### config.mk
export PLATFORM = sky130hd
export DESIGN_NAME = result_bcd_converter_flat
export DESIGN_NICKNAME = d
export VERILOG_FILES = /design/src/rtl/calc_pkg.sv /design/src/rtl/result_bcd_converter_if.sv /design/src/rtl/bcd_add3_digit.sv /design/src/rtl/result_bcd_converter.sv /design/src/flat_wrapper.sv
export SDC_FILE = /design/constraint.sdc
export NUM_CORES = 1
export LEC_CHECK = 0
export ABC_AREA = 1
export CORE_AREA = 3 3 90 92
export DETAILED_ROUTE_END_ITERATION = 16
export DIE_AREA = 0 0 93 95
export GPL_ROUTABILITY_DRIVEN = 1
export PLACE_DENSITY_LB_ADDON = 0.05
export SLEW_MARGIN = 10
export SYNTH_ARGS = -nofsm -noshare
export SYNTH_HDL_FRONTEND = slang
export SYNTH_SLANG_ARGS = --single-unit
### constraint.sdc
create_clock -name clk -period 4.25 [get_ports clk]
set_clock_uncertainty 0.15 [all_clocks]
set_input_delay 0.85 -clock clk [delete_from_list [all_inputs] [get_ports clk]]
set_output_delay 0.85 -clock clk [all_outputs]
set_load 0.005 [all_outputs]
### src/rtl/calc_pkg.sv
// Shared types and constants for the result-to-BCD display path.
package calc_pkg;

   localparam int IN_W        = 16;
   localparam int INT_DIGITS  = 5;
   localparam int OUT_DIGITS  = 3;
   localparam int CNT_W       = $clog2(IN_W);
   localparam int MAX_DISPLAY = 999;
   localparam logic [3:0] SAT_DIGIT = 4'd9;

   typedef logic [3:0] bcd_t;
   typedef bcd_t [INT_DIGITS-1:0] bcd_vec_t;

   typedef enum logic [1:0] {IDLE, SHIFT, DONE} state_t;

   // True when the converted value cannot be shown on three display digits.
   function automatic logic bcd_exceeds_display(bcd_vec_t d);
      logic [13:0] low_val;
      low_val = 14'(d[2]) * 14'd100 + 14'(d[1]) * 14'd10 + 14'(d[0]);
      return (d[4] != 4'd0) || (d[3] != 4'd0) || (low_val > 14'(MAX_DISPLAY));
   endfunction

endpackage

### src/rtl/result_bcd_converter_if.sv
// Start/result request and converted-digit response bundle for the BCD stage.
interface result_bcd_converter_if;
   import calc_pkg::*;

   logic             start;
   logic [IN_W-1:0]  result;
   logic             busy;
   logic             done;
   logic             neg;
   logic             overflow;
   bcd_t             bcd_hundreds;
   bcd_t             bcd_tens;
   bcd_t             bcd_ones;

   modport master (
      output start, result,
      input  busy, done, neg, overflow, bcd_hundreds, bcd_tens, bcd_ones
   );

   modport slave (
      input  start, result,
      output busy, done, neg, overflow, bcd_hundreds, bcd_tens, bcd_ones
   );

endinterface

### src/rtl/bcd_add3_digit.sv
// Double-dabble correction for one BCD digit: add 3 when the digit is 5 or more.
module bcd_add3_digit
   import calc_pkg::*;
(
   input  bcd_t din,
   output bcd_t dout
);

   assign dout = (din >= 4'd5) ? bcd_t'(din + 4'd3) : din;

endmodule

### src/rtl/result_bcd_converter.sv
// Iterative binary-to-BCD converter for the signed ALU result feeding the display.
// state | meaning
// IDLE  | waiting for start; captures sign and magnitude of result
// SHIFT | one add-3/shift iteration per clock, IN_W iterations
// DONE  | registers sign, saturation and digits, pulses done
module result_bcd_converter
   import calc_pkg::*;
(
   input  logic                   clk,
   input  logic                   rst,
   result_bcd_converter_if.slave  bus
);

   localparam int SH_W = INT_DIGITS * 4 + IN_W;
   localparam logic [CNT_W-1:0] CNT_LAST = CNT_W'(IN_W - 1);

   state_t                  state;
   logic [CNT_W-1:0]        bit_cnt;
   bcd_vec_t                digits;
   bcd_vec_t                digits_adj;
   bcd_vec_t                digits_next;
   logic [IN_W-1:0]         mag;
   logic [IN_W-1:0]         mag_next;
   logic [IN_W-1:0]         mag_in;
   logic [SH_W-1:0]         shift_vec;
   logic                    neg_cap;
   logic                    busy_r;
   logic                    done_r;
   logic                    neg_r;
   logic                    ovf_r;
   bcd_t [OUT_DIGITS-1:0]   dout_r;

   for (genvar gi = 0; gi < INT_DIGITS; gi++) begin : g_add3
      bcd_add3_digit u_add3 (
         .din  (digits[gi]),
         .dout (digits_adj[gi])
      );
   end

   assign shift_vec = {digits_adj, mag} << 1;
   assign {digits_next, mag_next} = shift_vec;

   // Unsigned magnitude: -32768 becomes 16'h8000 and is read as 32768.
   assign mag_in = bus.result[IN_W-1] ? (~bus.result + IN_W'(1)) : bus.result;

   always_ff @(posedge clk) begin
      if (rst) begin
         state   <= IDLE;
         bit_cnt <= '0;
         digits  <= '0;
         mag     <= '0;
         neg_cap <= 1'b0;
         busy_r  <= 1'b0;
         done_r  <= 1'b0;
         neg_r   <= 1'b0;
         ovf_r   <= 1'b0;
         dout_r  <= '0;
      end else begin
         done_r <= 1'b0;
         case (state)
            IDLE: begin
               if (bus.start) begin
                  neg_cap <= bus.result[IN_W-1];
                  mag     <= mag_in;
                  digits  <= '0;
                  bit_cnt <= '0;
                  busy_r  <= 1'b1;
                  state   <= SHIFT;
               end
            end
            SHIFT: begin
               digits  <= digits_next;
               mag     <= mag_next;
               bit_cnt <= bit_cnt + 1'b1;
               if (bit_cnt == CNT_LAST) begin
                  state <= DONE;
               end
            end
            DONE: begin
               done_r <= 1'b1;
               busy_r <= 1'b0;
               neg_r  <= neg_cap;
               if (bcd_exceeds_display(digits)) begin
                  ovf_r  <= 1'b1;
                  dout_r <= {OUT_DIGITS{SAT_DIGIT}};
               end else begin
                  ovf_r  <= 1'b0;
                  dout_r <= digits[OUT_DIGITS-1:0];
               end
               state <= IDLE;
            end
            default: state <= IDLE;
         endcase
      end
   end

   assign bus.busy         = busy_r;
   assign bus.done         = done_r;
   assign bus.neg          = neg_r;
   assign bus.overflow     = ovf_r;
   assign bus.bcd_hundreds = dout_r[2];
   assign bus.bcd_tens     = dout_r[1];
   assign bus.bcd_ones     = dout_r[0];

endmodule
### src/flat_wrapper.sv
// flat-port wrapper written by rule: the top's interface ports become plain ports
module result_bcd_converter_flat import calc_pkg::*;
  (clk, rst, bus_start, bus_result, bus_busy, bus_done, bus_neg, bus_overflow, bus_bcd_hundreds, bus_bcd_tens, bus_bcd_ones);
  result_bcd_converter_if bus_i ();
  input  logic clk;
  input  logic rst;
  input wire logic [$bits(bus_i.start)-1:0] bus_start;
  input wire logic [$bits(bus_i.result)-1:0] bus_result;
  output wire logic [$bits(bus_i.busy)-1:0] bus_busy;
  output wire logic [$bits(bus_i.done)-1:0] bus_done;
  output wire logic [$bits(bus_i.neg)-1:0] bus_neg;
  output wire logic [$bits(bus_i.overflow)-1:0] bus_overflow;
  output wire logic [$bits(bus_i.bcd_hundreds)-1:0] bus_bcd_hundreds;
  output wire logic [$bits(bus_i.bcd_tens)-1:0] bus_bcd_tens;
  output wire logic [$bits(bus_i.bcd_ones)-1:0] bus_bcd_ones;
  assign bus_i.start = bus_start;
  assign bus_i.result = bus_result;
  assign bus_busy = bus_i.busy;
  assign bus_done = bus_i.done;
  assign bus_neg = bus_i.neg;
  assign bus_overflow = bus_i.overflow;
  assign bus_bcd_hundreds = bus_i.bcd_hundreds;
  assign bus_bcd_tens = bus_i.bcd_tens;
  assign bus_bcd_ones = bus_i.bcd_ones;
  result_bcd_converter u_core (.clk(clk), .rst(rst), .bus(bus_i));
endmodule
### Word-level counts from Yosys, hierarchy flattened

Index checks and enable logic that the tools add are counted.

* bits in registers: 59
* word-level logic and storage cells: 70

* bitwise gates (word level): 1
* $mul: 2
* equality and inequality tests: 5
* $lt $le $gt $ge: 6
* reductions and logical operators: 11
* add/sub/neg operators: 9
* mux-type cells: 20

Operator list (number)
* $pmux 20 s2: 1
* $mux 16: 2
* $pmux 16 s2: 1
* $ge 4x3->1 const B: 5
* $mux 20: 1
* $mux 4: 5
* $add 16x1->16 const B: 1
* $add 4x2->4 const B: 4
* $not 16->16: 1
* $add 14x4->14: 1
* $gt 14x10->1 const B: 1
* $add 11x8->12: 1
* $mux 12: 1
* $mul 4x5->9 const B: 1
* $pmux 4 s2: 1
* $reduce_and 2->1: 4
* $reduce_bool 4->1: 2
* $mul 4x3->7 const B: 1
* $add 4x1->4 const B: 1
* $eq 4x4->1 const B: 1
* $mux 2: 2
* $pmux 2 s2: 1
* $reduce_bool 2->1: 2
* $add 3x2->3 const B: 1
* 9 further kinds: 12

### Depth between registers and ports, before layout

Gate-level depths: netlist of run 1.

* depth after elaboration: 6
* gate-level depth with buffers: 20
* depth with buffers taken out: 20

### Modules after synthesis

From an unflattened synthesis of run 1, not the netlist that was laid out.

* cells, all modules: 571
* area total of the unflattened synthesis: 4141.5 um^2

By module, submodules not included
* result_bcd_converter: cells each 456, area each 3465.8 um^2, times used 1, sequential area each 1181.1 um^2
* bcd_add3_digit: cells each 23, area each 135.1 um^2, times used 5, sequential area each 0.0 um^2

### Worst setup path before layout of run 1

Ideal clock, no wire load.

* path type: register to register
* start: register u_core.digits[9] (netlist name)
* end: register u_core.dout_r, in the netlist u_core.bus.bcd_hundreds[1]
* buffers on the path: 0
* clock period less this slack: 3110 ps
* data arrival time: 2898 ps
* data required time: 4038 ps
* cell stages (with the launch flop): 20
* library setup time: 62 ps
* slack: 1140 ps
* cell sequence: dfxtp_1 > inv_1 > ha_1 > ha_1 > fa_1 > ha_1 > nand2_1 > inv_1 > nand3_1 > nand2_1 > nand2_1 > nand2_1 > inv_1 > nand3_1 > nand2_1 > nand3_1 > nand2_2 > o21bai_4 > inv_2 > nor2_2

* word-level cells in the longest chain between the ends: 6

Ends and longest elaborated chain
* from (decl): line result_bcd_converter.sv:19 `bcd_vec_t digits;`
* from (signal assigned): line result_bcd_converter.sv:72 `digits <= digits_next;`
* $mul 4x5->9: line calc_pkg.sv:19 `low_val = 14'(d[2]) * 14'd100 + 14'(d[1]) * 14'd10 + 14'(d[0]);`
* $add 11x8->12: line calc_pkg.sv:19
* $add 14x4->14: line calc_pkg.sv:19
* $gt 14x10->1: line calc_pkg.sv:20 `return (d[4] != 4'd0) || (d[3] != 4'd0) || (low_val > 14'(MAX_DISPLAY));`
* $logic_or 1x1->1: line calc_pkg.sv:20
* $mux 12 (*): line result_bcd_converter.sv:83 `if (bcd_exceeds_display(digits)) begin`
* to (signal assigned): line result_bcd_converter.sv:85 `dout_r <= {OUT_DIGITS{SAT_DIGIT}};`
* to (signal assigned): line result_bcd_converter.sv:88 `dout_r <= digits[OUT_DIGITS-1:0];`
* to (decl): line result_bcd_converter.sv:31 `bcd_t [OUT_DIGITS-1:0] dout_r;`

Every way passes the cells marked *; elsewhere a longest branch is shown, timed or not.
A chain may end at the register's enable or synchronous reset.

### Worst setup path in the final report of run 1

* start: register u_core.digits[9] (netlist name)
* end: register u_core.dout_r, in the netlist u_core.bus.bcd_tens[1]

* word-level cells in the longest chain between the ends: 6

Ends and longest elaborated chain (line)
* $mul 4x5->9: calc_pkg.sv:19
* $add 11x8->12: calc_pkg.sv:19
* $add 14x4->14: calc_pkg.sv:19
* $gt 14x10->1: calc_pkg.sv:20
* $logic_or 1x1->1: calc_pkg.sv:20
* $mux 12: result_bcd_converter.sv:83

No other way between the ends.

==> results_dict.tcl, run 1 <==
set metrics [dict create \
    outcome "complete, no violations" \
    power_density_mw_per_mm2 274 \
    syn-instance-count 591 \
    area.growth.synth_to_final_pct 16.4 \
    slew_viols_final 0 \
    hold_fix_buffer_count_after_cts 0 \
    routed_via_density 5.32 \
    number_of_antenna_repair_diodes 0 \
    floorplan.die.height_um 95 \
    grt.overflow.total 0 \
    grtUsageTotal_pct 22.8 \
    footprint_of_the_multi_input_gates_mm2 0.00245 \
    initial_utilization_pct 54.9 \
    min-delay-path-class "flip-flop to flip-flop" \
    via_count_of_the_first_global_routing_pass 3615 \
    cap_viol_max_count 0 \
    detail-route-antenna-nets 0 \
    average_wire_length_per_cell_after_detail_routing_um 12.9 \
    grt_pass1_wl_um 16300 \
    startpoint_type "flip-flop" \
    p_leak_uw 0.00199 \
    async_flop_share_pct 0 \
    rows 31 \
    fin_hold_ws_ns 0.308 \
    final_nets 682 \
    hold_viol 0 \
    synth_edf_count 0 \
    endpoint_of_the_lowest_slack_register_to_register_path "u_core.bus.bcd_tens[1]" \
    critical_path.cell_chain "inv_1 -> ha_1 -> ha_1 -> fa_1 -> ha_1 -> a21oi_1 -> nand2_1 -> nand2_1 -> nand2_1 -> inv_1 -> nand3_1 -> nor2_1 -> nand2_1 -> nand2_2 -> o21bai_4 -> inv_2 -> nor2_2" \
    max_freq_mhz 291 \
    final.min_clock_period_ns 3.44 \
    first_iter_violations 268 \
    numPortBuffers 34 \
    proportion_of_layout_cells_with_a_drive_suffix_above_1_pct 6.55 \
    number_of_remaining_drc_errors 0 \
    crit_type "flip-flop to flip-flop" \
    synth_cell_type_count 33 \
    synth-main-ff-cell "dfxtp_1" \
    synth.avg_cell_area_um2 6.77 \
    slowest_stage "dfxtp_1" \
    tritoncts "yes" \
    finish.instance_area_mm2 0.00466 \
    ir_drop_mv 0.242 \
    worst-r2r-cell-count 17 \
    detailed_place_hpwl_um 6870 \
    wirelength_um 9340 \
    synth_seq_area_share_pct 29.5 \
    layout.area.seq_mm2 0.00118 \
    cp_max_fo 7 \
    post-cts-setup-buffer-count 0 \
    layout_common_cells "nand2_1 (126), inv_1 (79), dfxtp_1 (59), a21oi_1 (54), nand3_1 (54)" \
    design_power_total_uw 1280 \
    dp_area_mm2 0.00443 \
    clock_tree.buffer_depth 2 \
    quantity_of_gates_resized_following_cts 0 \
    setup_violations 0 \
    io-pin-count 35 \
    dr.pass1.iters 5 \
    timing.reg2reg.setup_slack_ns 0.81 \
    cts-buffers-inserted 9 \
    fillerInstances 690 \
    grt_antenna_before_repair 0 \
    gp_congestion 0.837 \
    worst_skew_pair.late_latency_ns 0.33 \
    crit_arrival_ns 3.51 \
    cts.clk_slew.worst_paths_ns 0.07 \
    cts.sinks 59 \
    core_area_mm2 0.00729 \
    maxSlewHeadroom_pct 40.0 \
    fp.dieW_um 93 \
    synth.net_count 652 \
    cp.buffers_inverters 3 \
    min_from "u_core.digits[19]" \
    vias 3858 \
    rr_startpoint "u_core.digits[9]" \
    cp-end-kind "flip-flop" \
    fp.dieArea_mm2 0.00884 \
    cts.root.buffer_cell "clkbuf_8" \
    grt_max_degree 40 \
    crit_family "adder cells" \
    syn-cell-area_mm2 0.00400 \
    required_ns 4.32 \
    tightest_pin_transition_ns 0.899 \
    timing.critical_path.mode_cell "nand2_1" \
    hold-path-endpoint "u_core.digits[19]" \
    min_period_over_period_pct 80.9 \
    cpPeakStageDelay_ns 0.47 \
    ctsHtreeMaxLevel 3 \
    postSynthRegisterBits 59 \
    final_common_cell "nand2_1" \
    yosysWarningCount 0 \
    worst_hold_path.num_cells 2 \
    finalSetupTns_ns 0 \
    grt_setup_unrepaired "false" \
]
[cell usage after synthesis, types with 2 or more instances]
library cell / instances / share of area [%]
nand2_1: 126 / 12
inv_1: 79 / 7.4
dfxtp_1: 59 / 30
a21oi_1: 54 / 6.8
nand3_1: 54 / 6.8
nor2_1: 46 / 4.3
ha_1: 38 / 12
o21ai_0: 34 / 4.3
clkbuf_1: 16 / 1.5
a31oi_1: 9 / 1.4
nor3_1: 9 / 1.1
nor2_2: 8 / 1.3
a22oi_1: 7 / 1.3
o211ai_1: 7 / 1.3
xor2_1: 6 / 1.3
nand4_1: 5 / 0.78
fa_1: 4 / 2.0
nand2_2: 4 / 0.63
o21ai_1: 4 / 0.50
nand3_2: 3 / 0.75
o22ai_1: 3 / 0.47
buf_2: 2 / 0.25
inv_2: 2 / 0.19
nand3b_1: 2 / 0.38
or2_0: 2 / 0.31
[worst register-to-register path, stage by stage (launching register included)]
cell and delay, ns:
dfxtp_1 0.47, inv_1 0.15, ha_1 0.31, ha_1 0.24, fa_1 0.45, ha_1 0.37, a21oi_1 0.21, nand2_1 0.12
nand2_1 0.07, nand2_1 0.04, inv_1 0.10, nand3_1 0.11, nor2_1 0.11, nand2_1 0.07, nand2_2 0.10, o21bai_4 0.11
inv_2 0.12, nor2_2 0.04
[per-stage QoR]
step / utilization [%] / setup WS [ns] / std cells
after floorplan: - / 1.14 / 591
after global placement: 60.7 / 0.940 / 709
after detailed placement: 60.7 / 0.817 / 709
after CTS: 63.8 / 0.793 / 725
after global routing: 63.8 / 0.544 / 725
final: 63.8 / 0.813 / 725
[how the worst max path moves through the flow]
| stage | startpoint | to | slack, ns | cells past startpoint |
|---|---|---|---|---|
| 2_1_floorplan | u_core.digits[9] | u_core.bus.bcd_hundreds[1] | 1.14 | 19 |
| 3_3_place_gp | u_core.digits[8] | u_core.bus.bcd_tens[2] | 0.94 | 19 |
| 3_5_place_dp | u_core.digits[9] | u_core.bus.bcd_tens[1] | 0.82 | 19 |
| 4_1_cts | u_core.digits[9] | u_core.bus.bcd_tens[1] | 0.79 | 19 |
| 5_1_grt | u_core.digits[9] | u_core.bus.bcd_ones[2] | 0.54 | 19 |
| 6_report | u_core.digits[9] | u_core.bus.bcd_tens[1] | 0.81 | 17 |
[power by group]
group | internal, uW | switching [uW]
clock | 361 | 221
combinational | 43.7 | 71.5
sequential | 569 | 9.00
total | 974 | 302
[per-layer routing]
metal,track usage [%],share of wire (%),wire (um),vias up
met3,3.82,4.5,423,15
met4,7.20,1.3,121,0
met2,36.8,45,4190,89
met1,31.1,49,4610,1747
met5,0,0,0,-
li1,-,-,-,2007
[state kept, by name, indices dropped and copies added (netlist names), 2 cells and up]
signal,cells
u_core.state,2
u_core.bit_cnt,4
u_core.bus.bcd_ones,4
u_core.digits,20
u_core.bus.bcd_hundreds,4
u_core.mag,16
u_core.bus.bcd_tens,4
[cell families (layout without fill, tap and decap cells)]
group	count (synthesis)	count (layout)	synth area share [%]
and+or+nand+nor	262	262	28.7
buffers and inverters	100	135	9.45
AOI/OAI and AO/OA	121	121	16.9
DFF	59	59	29.5
adders and majority gates	42	42	13.9
xor gates and xnor gates	7	7	1.53
[layout make-up]
| cell class | count | area share [%] |
|---|---|---|
| tap | 99 | 2.66 |
| clock inverter | 4 | 1.56 |
| clock buffer | 12 | 3.33 |
| multi-input combinational | 432 | 52.6 |
| inverter | 81 | 6.53 |
| sequential | 59 | 25.4 |
| timing repair buffer | 38 | 7.95 |
Power figures use the tool's default switching activity.
==> run 2, diff against run 1 <==
==> constraint.sdc (replaced) <==
create_clock -name clk -period 3.6 [get_ports clk]
set_clock_uncertainty 0.15 [all_clocks]
set_input_delay 0.72 -clock clk [delete_from_list [all_inputs] [get_ports clk]]
set_output_delay 0.72 -clock clk [all_outputs]
set_load 0.005 [all_outputs]
==> run 2 against run 1 <==
Routed wire length grew 5.0%. Register-to-register slack lost 0.47 ns. Sequential power grew 18%. Setup slack lost 0.47 ns. Combinational power grew 21%. Die area is the same. Global-route usage grew 0.61 points. First-iteration DRC count shrank 23%.
==> results_dict.tcl, run 2 (synthesized netlist as in run 1, its figures left out) <==
set metrics [dict create \
    worst_skew_pair.late_latency_ns 0.34 \
    vias 3906 \
    final_common_cell "nand2_1" \
    ir_drop_mv 0.197 \
    rr_startpoint "u_core.digits[4]" \
    dr.pass1.iters 4 \
    tritoncts "yes" \
    critical_path.cell_chain "ha_1 -> ha_1 -> inv_1 -> fa_1 -> xnor2_1 -> ha_1 -> a21oi_2 -> nor2_1 -> nor2_2 -> nand3_1 -> nand2_1 -> nand3_1 -> nand2_1 -> nand3_2 -> o21bai_4 -> inv_2 -> nor2_2" \
    cp.buffers_inverters 2 \
    hold_viol 0 \
    largest_register_by_flop_count "u_core.digits" \
    min_period_over_period_pct 90.4 \
    slew_viols_final 0 \
    maxSlewHeadroom_pct 40.1 \
    clock_power_share_pct 38.1 \
    via_count_of_the_first_global_routing_pass 3735 \
    startpoint_type "flip-flop" \
    detail-route-antenna-nets 0 \
    grt.overflow.total 0 \
    timing.critical_path.mode_cell "ha_1" \
    power.internal_uw 968 \
    grtUsageTotal_pct 23.4 \
    area.growth.synth_to_final_pct 15.9 \
    finish.instance_area_mm2 0.00463 \
    io-pin-count 35 \
    final.min_clock_period_ns 3.25 \
    first_iter_violations 207 \
    dp_area_mm2 0.00448 \
    grt_max_degree 31 \
    met2_wirelength_um 4340 \
    grt_antenna_before_repair 0 \
    fp.dieArea_mm2 0.00884 \
    core_area_mm2 0.00729 \
    largestRegisters "u_core.digits: 20 flops, u_core.mag: 16 flops" \
    grt_setup_unrepaired "false" \
    hold_fix_buffer_count_after_cts 0 \
    crit_arrival_ns 3.39 \
    cap_viol_max_count 0 \
    layout_common_cells "nand2_1 (126), inv_1 (79), dfxtp_1 (59), a21oi_1 (54), nand3_1 (54)" \
    average_wire_length_per_cell_after_detail_routing_um 13.4 \
    post-cts-setup-buffer-count 0 \
    min_from "u_core.bus.overflow" \
    cts.root.buffer_cell "clkbuf_8" \
    proportion_of_layout_cells_with_a_drive_suffix_above_1_pct 7.44 \
    share_seq_of_total_power_pct 51.5 \
    m1WireLength_um 4740 \
    critical_path.startpoint "u_core.digits[4]" \
    gp_congestion 0.857 \
    outcome "complete, no violations" \
    grt_pass1_wl_um 16600 \
    quantity_of_gates_resized_following_cts 0 \
    switching_power_uw 358 \
    wire_length_on_met3_um 500 \
    fp.dieW_um 93 \
    cpPeakStageDelay_ns 0.46 \
    setup_violations 0 \
    design_power_total_uw 1330 \
    routed.top_layer "met4" \
    slowest_stage "dfxtp_1" \
    largest_register_ff_count 20 \
    power_density_mw_per_mm2 286 \
    required_ns 3.73 \
    number_of_remaining_drc_errors 0 \
    floorplan.die.height_um 95 \
    crit_family "adder cells" \
    clock_tree.buffer_depth 2 \
    crit_type "flip-flop to flip-flop" \
    cts-buffers-inserted 9 \
    cts.clk_slew.worst_paths_ns 0.07 \
    power.share.switching_pct 27.0 \
    routed_via_density 5.34 \
    combinational_power_share_pct 10.4 \
    ctsHtreeMaxLevel 3 \
    final_nets 689 \
    min-delay-path-class "flip-flop to flip-flop" \
    max_freq_mhz 307 \
    cp-end-kind "flip-flop" \
    detailed_place_hpwl_um 7310 \
    wirelength_um 9810 \
    numPortBuffers 34 \
    number_of_antenna_repair_diodes 0 \
    cts.sinks 59 \
    initial_utilization_pct 54.9 \
    cp_max_fo 7 \
    tightest_pin_transition_ns 0.897 \
    finalSetupTns_ns 0 \
    p_leak_uw 0.00199 \
    rows 31 \
]
[run 2: path summary, 6_finish.rpt]
kind / cells after the start / end / slack, ns
setup / recovery: 17 / u_core.bus.bcd_hundreds[2] / 0.35
setup reg to reg: 17 / u_core.bus.bcd_hundreds[2] / 0.35
hold reg to reg: 2 / u_core.bus.overflow / 0.32
hold / removal: 2 / u_core.bus.overflow / 0.32
[run 2: routing by layer]
layer | global-route usage, % | vias to the layer above
li1 | - | 2019
met1 | 31.3 | 1781
met2 | 37.4 | 87
met3 | 4.62 | 19
met4 | 8.67 | 0
met5 | 0 | -
[run 2: area by class of cell]
cell class | instances | area [um2]
Clock inverter | 5 | 31.3
Timing Repair Buffer | 45 | 423
Clock buffer | 10 | 128
Fill cell | 696 | 2660
Tap cell | 99 | 124
Inverter | 81 | 304
Multi-Input combinational cell | 432 | 2440
Sequential cell | 59 | 1180
[run 2: power by group through the flow]
| stage | clock network (uW) | registers (uW) | logic [uW] |
|---|---|---|---|
| floorplan | 0 | 694 | 85.4 |
| global placement | 0 | 696 | 135 |
| detailed placement | 0 | 696 | 137 |
| CTS | 514 | 682 | 138 |
| global route | 542 | 683 | 154 |
| finish | 505 | 682 | 139 |
[run 2: metrics by stage]
step | utilization (%) | hold WS, ns | setup slack, ns | instances
after floorplan | - | 0.290 | 0.490 | 591
after global placement | 61.4 | 0.299 | 0.449 | 716
after detailed placement | 61.4 | 0.308 | 0.372 | 716
after CTS | 63.6 | 0.320 | 0.363 | 731
after global routing | 63.6 | 0.348 | 0.0559 | 731
final | 63.6 | 0.319 | 0.346 | 731
[run 2: worst min-delay path, cell delays in order (launching register included)]
cell	delay (ns)
dfxtp_1	0.31
nand2_1	0.06
a21oi_1	0.05
==> edit 1, RTL diff (settings of run 2) <==
Encoding of `state_t`: now one-hot (3 bits for 3 states).
--- a/src/rtl/calc_pkg.sv
+++ b/src/rtl/calc_pkg.sv
@@ -12,5 +12,5 @@
    typedef bcd_t [INT_DIGITS-1:0] bcd_vec_t;
 
-   typedef enum logic [1:0] {IDLE, SHIFT, DONE} state_t;
+   typedef enum logic [2:0] {IDLE = 3'b001, SHIFT = 3'b010, DONE = 3'b100} state_t;
 
    // True when the converted value cannot be shown on three display digits.
Check against the original RTL: no difference found for any inputs over 10 cycles, from zero or initial values and one cycle with rst high; not proved beyond that.
==> edit 1 against run 2 <==
  * Cell count fell by 0.96%
  * Critical path type unchanged
  * Wire length shrank 4.9%
  * Sequential cell count grew 1
  * Highest routed layer unchanged
  * Power grew 13%
  * Global-route usage shrank 1.5 points
  * Synthesized area grew 3.3%
  * Maximum frequency shrank 2.7%
  * Synthesized cell count shrank 0.85%
  * First-iteration DRC count down 13%
  * Setup slack got worse by 0.089 ns
  * Design area is 4.8% higher
  * Largest power group unchanged
==> edit 1: results (changes against run 2) <==
Finish
  – Layout cells sized above 1: 0.1040 (+0.02963)
  – Fin cells: 724 (-0.96%)
  – Filler Cell Count: 685 (-1.6%)
  – Nets: 682 (-1.0%)

Worst setup path
  – Max stage delay on crit path: 0.41 ns (-0.05 ns)
  – Slowest CP cell: ha_2
  – R2R Path End: u_core.bus.bcd_hundreds[3]$_SDFFE_PP0P_
  – R2R cell count: 19 (+2)
  – R2R Path Start: u_core.digits[5]$_SDFFE_PP0P_
  – Largest fanout on the critical path: 6 (-1)

Detailed routing
  – Met2 routed WL: 4744 µm (+9.4%)
  – DRC marker count from the first detailed-route iteration: 181 (-13%)
  – DR WL met3: 321 µm (-36%)
  – Met1 wire length: 4142 µm (-13%)
  – WL/cell: 12.88 µm (-4.0%)
  – Routed via count: 3,844 (-1.6%)

Power and ir drop
  – Seq pwr: 0.691 mW (+1%)
  – Internal power: 1.122 mW (+16%)
  – Max VDD drop: 217.9 µV (+11%)
  – Sequential Power Share: 0.463 (-0.052)

Yosys
  – Synthesized Nets: 648 (-0.61%)
  – Post-synthesis sequential area ratio: 0.2907 (-0.004544)
  – Synth Instances: 586 (-0.85%)
  – Most frequent cells after synthesis: 132 x nand2_1, 75 x inv_1, 60 x dfxtp_1

STA
  – Max-slew headroom: 0.4578 (+0.05659)
  – Hold WS: 0.3119 ns (-0.006789 ns)
  – Setup ws final: 0.2574 ns (-0.08882 ns)

Place
  – RePlAce Congestion: 0.8558 (-0.17%)
  – Detailed Place HPWL: 6958 µm (-4.9%)
  – Placed Cells: 708 (-1.1%)
  – Placed cell areas: 4596 µm² (+2.7%)

Run status
  – Status: complete, no violations

Worst hold path
  – Hold Startpoint: u_core.bus.busy$_SDFFE_PP0P_
  – Hold EP: u_core.bus.busy$_SDFFE_PP0P_
  – Hold depth: 2 (unchanged)

GRT
  – First-pass GRT wire length: 15,710 µm (-5.6%)
## edit 1: changes by cell type in the layout (fill, tap and decap cells not counted), sizes merged, moves of 4 or more
cell,run 2,this run
nand3,57,52
a21oi,55,59
inv,81,76
a22oi,7,2
nand2,130,138
nor2,54,43
xnor2,1,5
## edit 1: logic make-up after synthesis
logic type,Yosys count,share of synthesized area
XOR/XNOR,13,0.02938
AO/OA/AOI/OAI,119,0.1711
flip-flops,60,0.2907
AND/OR/NAND/NOR,255,0.2820
adder cells (fa/ha/maj),43,0.1375
buffers and inverters,96,0.08934
## edit 1: metal layers
metal | GRT usage | vias up
li1 | - | 2001
met1 | 0.2601 | 1768
met2 | 0.4007 | 64
met3 | 0.03028 | 11
met4 | 0.07937 | 0
met5 | 0 | -
## edit 1: cell type report
class	instances	area (µm²)	area share
clock inverters	7	91.34	0.01881
inverters	76	285.3	0.05876
repair buffers	43	415.4	0.08557
multi-input cells	430	2613	0.5381
flip-flops and latches	60	1202	0.2477
clock buffers	9	123.9	0.02552
well taps	99	123.9	0.02552
==> edit 2, RTL diff (config.mk and constraints of run 2) <==
Made on the original files. The package constant `INT_DIGITS` goes from 5 to 6.
--- a/src/rtl/calc_pkg.sv
+++ b/src/rtl/calc_pkg.sv
@@ -3,5 +3,5 @@
 
    localparam int IN_W        = 16;
-   localparam int INT_DIGITS  = 5;
+   localparam int INT_DIGITS  = 6;
    localparam int OUT_DIGITS  = 3;
    localparam int CNT_W       = $clog2(IN_W);
Function: same outputs for any inputs over 10 cycles, from zero or initial values and one cycle with rst high; that may be too few to reach the edited logic, so the function may still have changed.
==> edit 2 against run 2 <==
  * Setup slack got worse by 0.075 ns
  * Power increased by 12%
  * Design area up 3.3%
  * Die area did not move
  * Combinational power is 19% higher
  * Sequential cell count unchanged
  * Non-clock buffer count up 1
  * Global-route usage fell by 0.31 points
  * Synthesized area up 1.6%
  * Wire length shrank 1.3%
  * Highest routed layer unchanged
==> edit 2: results (changes against run 2) <==
Worst setup path
  – CP delay by family, top: adder cells
  – Setup crit end: u_core.bus.bcd_hundreds[3]$_SDFFE_PP0P_
  – Slowest CP cell: fa_1
  – Worst setup startpoint: u_core.digits[5]$_SDFFE_PP0P_
  – Largest fanout on the critical path: 6 (-1)
  – Worst EP arrival: 3.40 ns (about the same)
  – Max stage delay on crit path: 0.48 ns (+0.02 ns)
  – R2R cell count: 20 (+3)
  – FF-to-FF setup slack: 0.27 ns (-0.08 ns)

GRT
  – Global Route Usage Sum: 0.2306 (-0.003119)
  – Vias in the first global route: 3,585 (-4.0%)
  – First-pass GRT wire length: 16,330 µm (-1.8%)
  – Largest net degree at the start of global routing: 33 (+6.5%)
  – Met3 Resource Use GR: 0.03586 (-0.01036)
  – GR Layer Usage met2: 0.3833 (+0.009598)

Finish
  – Layout cells sized above 1: 0.09888 (+0.02452)
  – Nets: 684 (-0.73%)
  – Filler Cell Count: 666 (-4.3%)

Detailed routing
  – Routed via count: 3,884 (-0.56%)
  – DR WL met3: 328 µm (-34%)
  – DRC marker count from the first detailed-route iteration: 128 (-38%)
  – Met2 routed WL: 4485 µm (+3.5%)
  – Vias per std cell: 5.350 (+0.12%)
  – WL/cell: 13.33 µm (-0.60%)
  – Met1 wire length: 4780 µm (+0.76%)

Power and ir drop
  – Max VDD drop: 226.6 µV (+15%)
  – Psw: 0.3768 mW (+5.2%)
  – PD cells: 311.1 nW/µm² (+8.7%)
  – Clock power share: 0.428 (+0.047)

Yosys
  – Synthesized Nets: 642 (-1.5%)
  – Synth unique cells: 41 (+24%)
  – Most frequent cells after synthesis: 113 x nand2_1, 80 x inv_1, 59 x dfxtp_1
  – Synth Instances: 580 (-1.9%)
  – Synth area leaders: dfxtp_1 29%, ha_1 12%, nand2_1 10%, inv_1 7.4%, nand3_1 6.3%

STA
  – Max-slew headroom: 0.5022 (+0.1010)
  – Hold WS: 0.3228 ns (+0.004108 ns)

Place
  – Detailed Place HPWL: 7380 µm (+0.92%)
  – Placed Cells: 710 (-0.84%)
  – RePlAce Congestion: 0.9062 (+5.7%)

Worst hold path
  – Hold Startpoint: u_core.bit_cnt[3]$_SDFFE_PP0P_
  – Hold EP: u_core.bit_cnt[3]$_SDFFE_PP0P_

Run status
  – Status: complete, no violations
## edit 2: cell families after synthesis
family,synth area share
AND/OR/NAND/NOR,0.2778
AO/OA/AOI/OAI,0.1799
buffers and inverters,0.09240
flip-flops,0.2907
adder cells (fa/ha/maj),0.1398
XOR/XNOR,0.01940
## edit 2: metrics by stage
step           setup WS (ns)  instance area, µm²    util
2_1_floorplan         0.4318                4063       -
3_3_place_gp          0.3966                4572  0.6270
3_5_place_dp          0.2771                4572  0.6270
4_1_cts               0.2638                4785  0.6561
5_1_grt              0.01089                4788  0.6567
6_report              0.2712                4788  0.6567
## edit 2: cell type report
type | instances | area, µm² | area share
Multi-Input combinational cell | 422 | 2512 | 0.5247
Sequential cell | 59 | 1181 | 0.2467
Timing Repair Buffer | 46 | 442.9 | 0.09250
Inverter | 84 | 315.3 | 0.06585
Clock buffer | 12 | 165.2 | 0.03449
Tap cell | 99 | 123.9 | 0.02587
Clock inverter | 4 | 47.55 | 0.009929
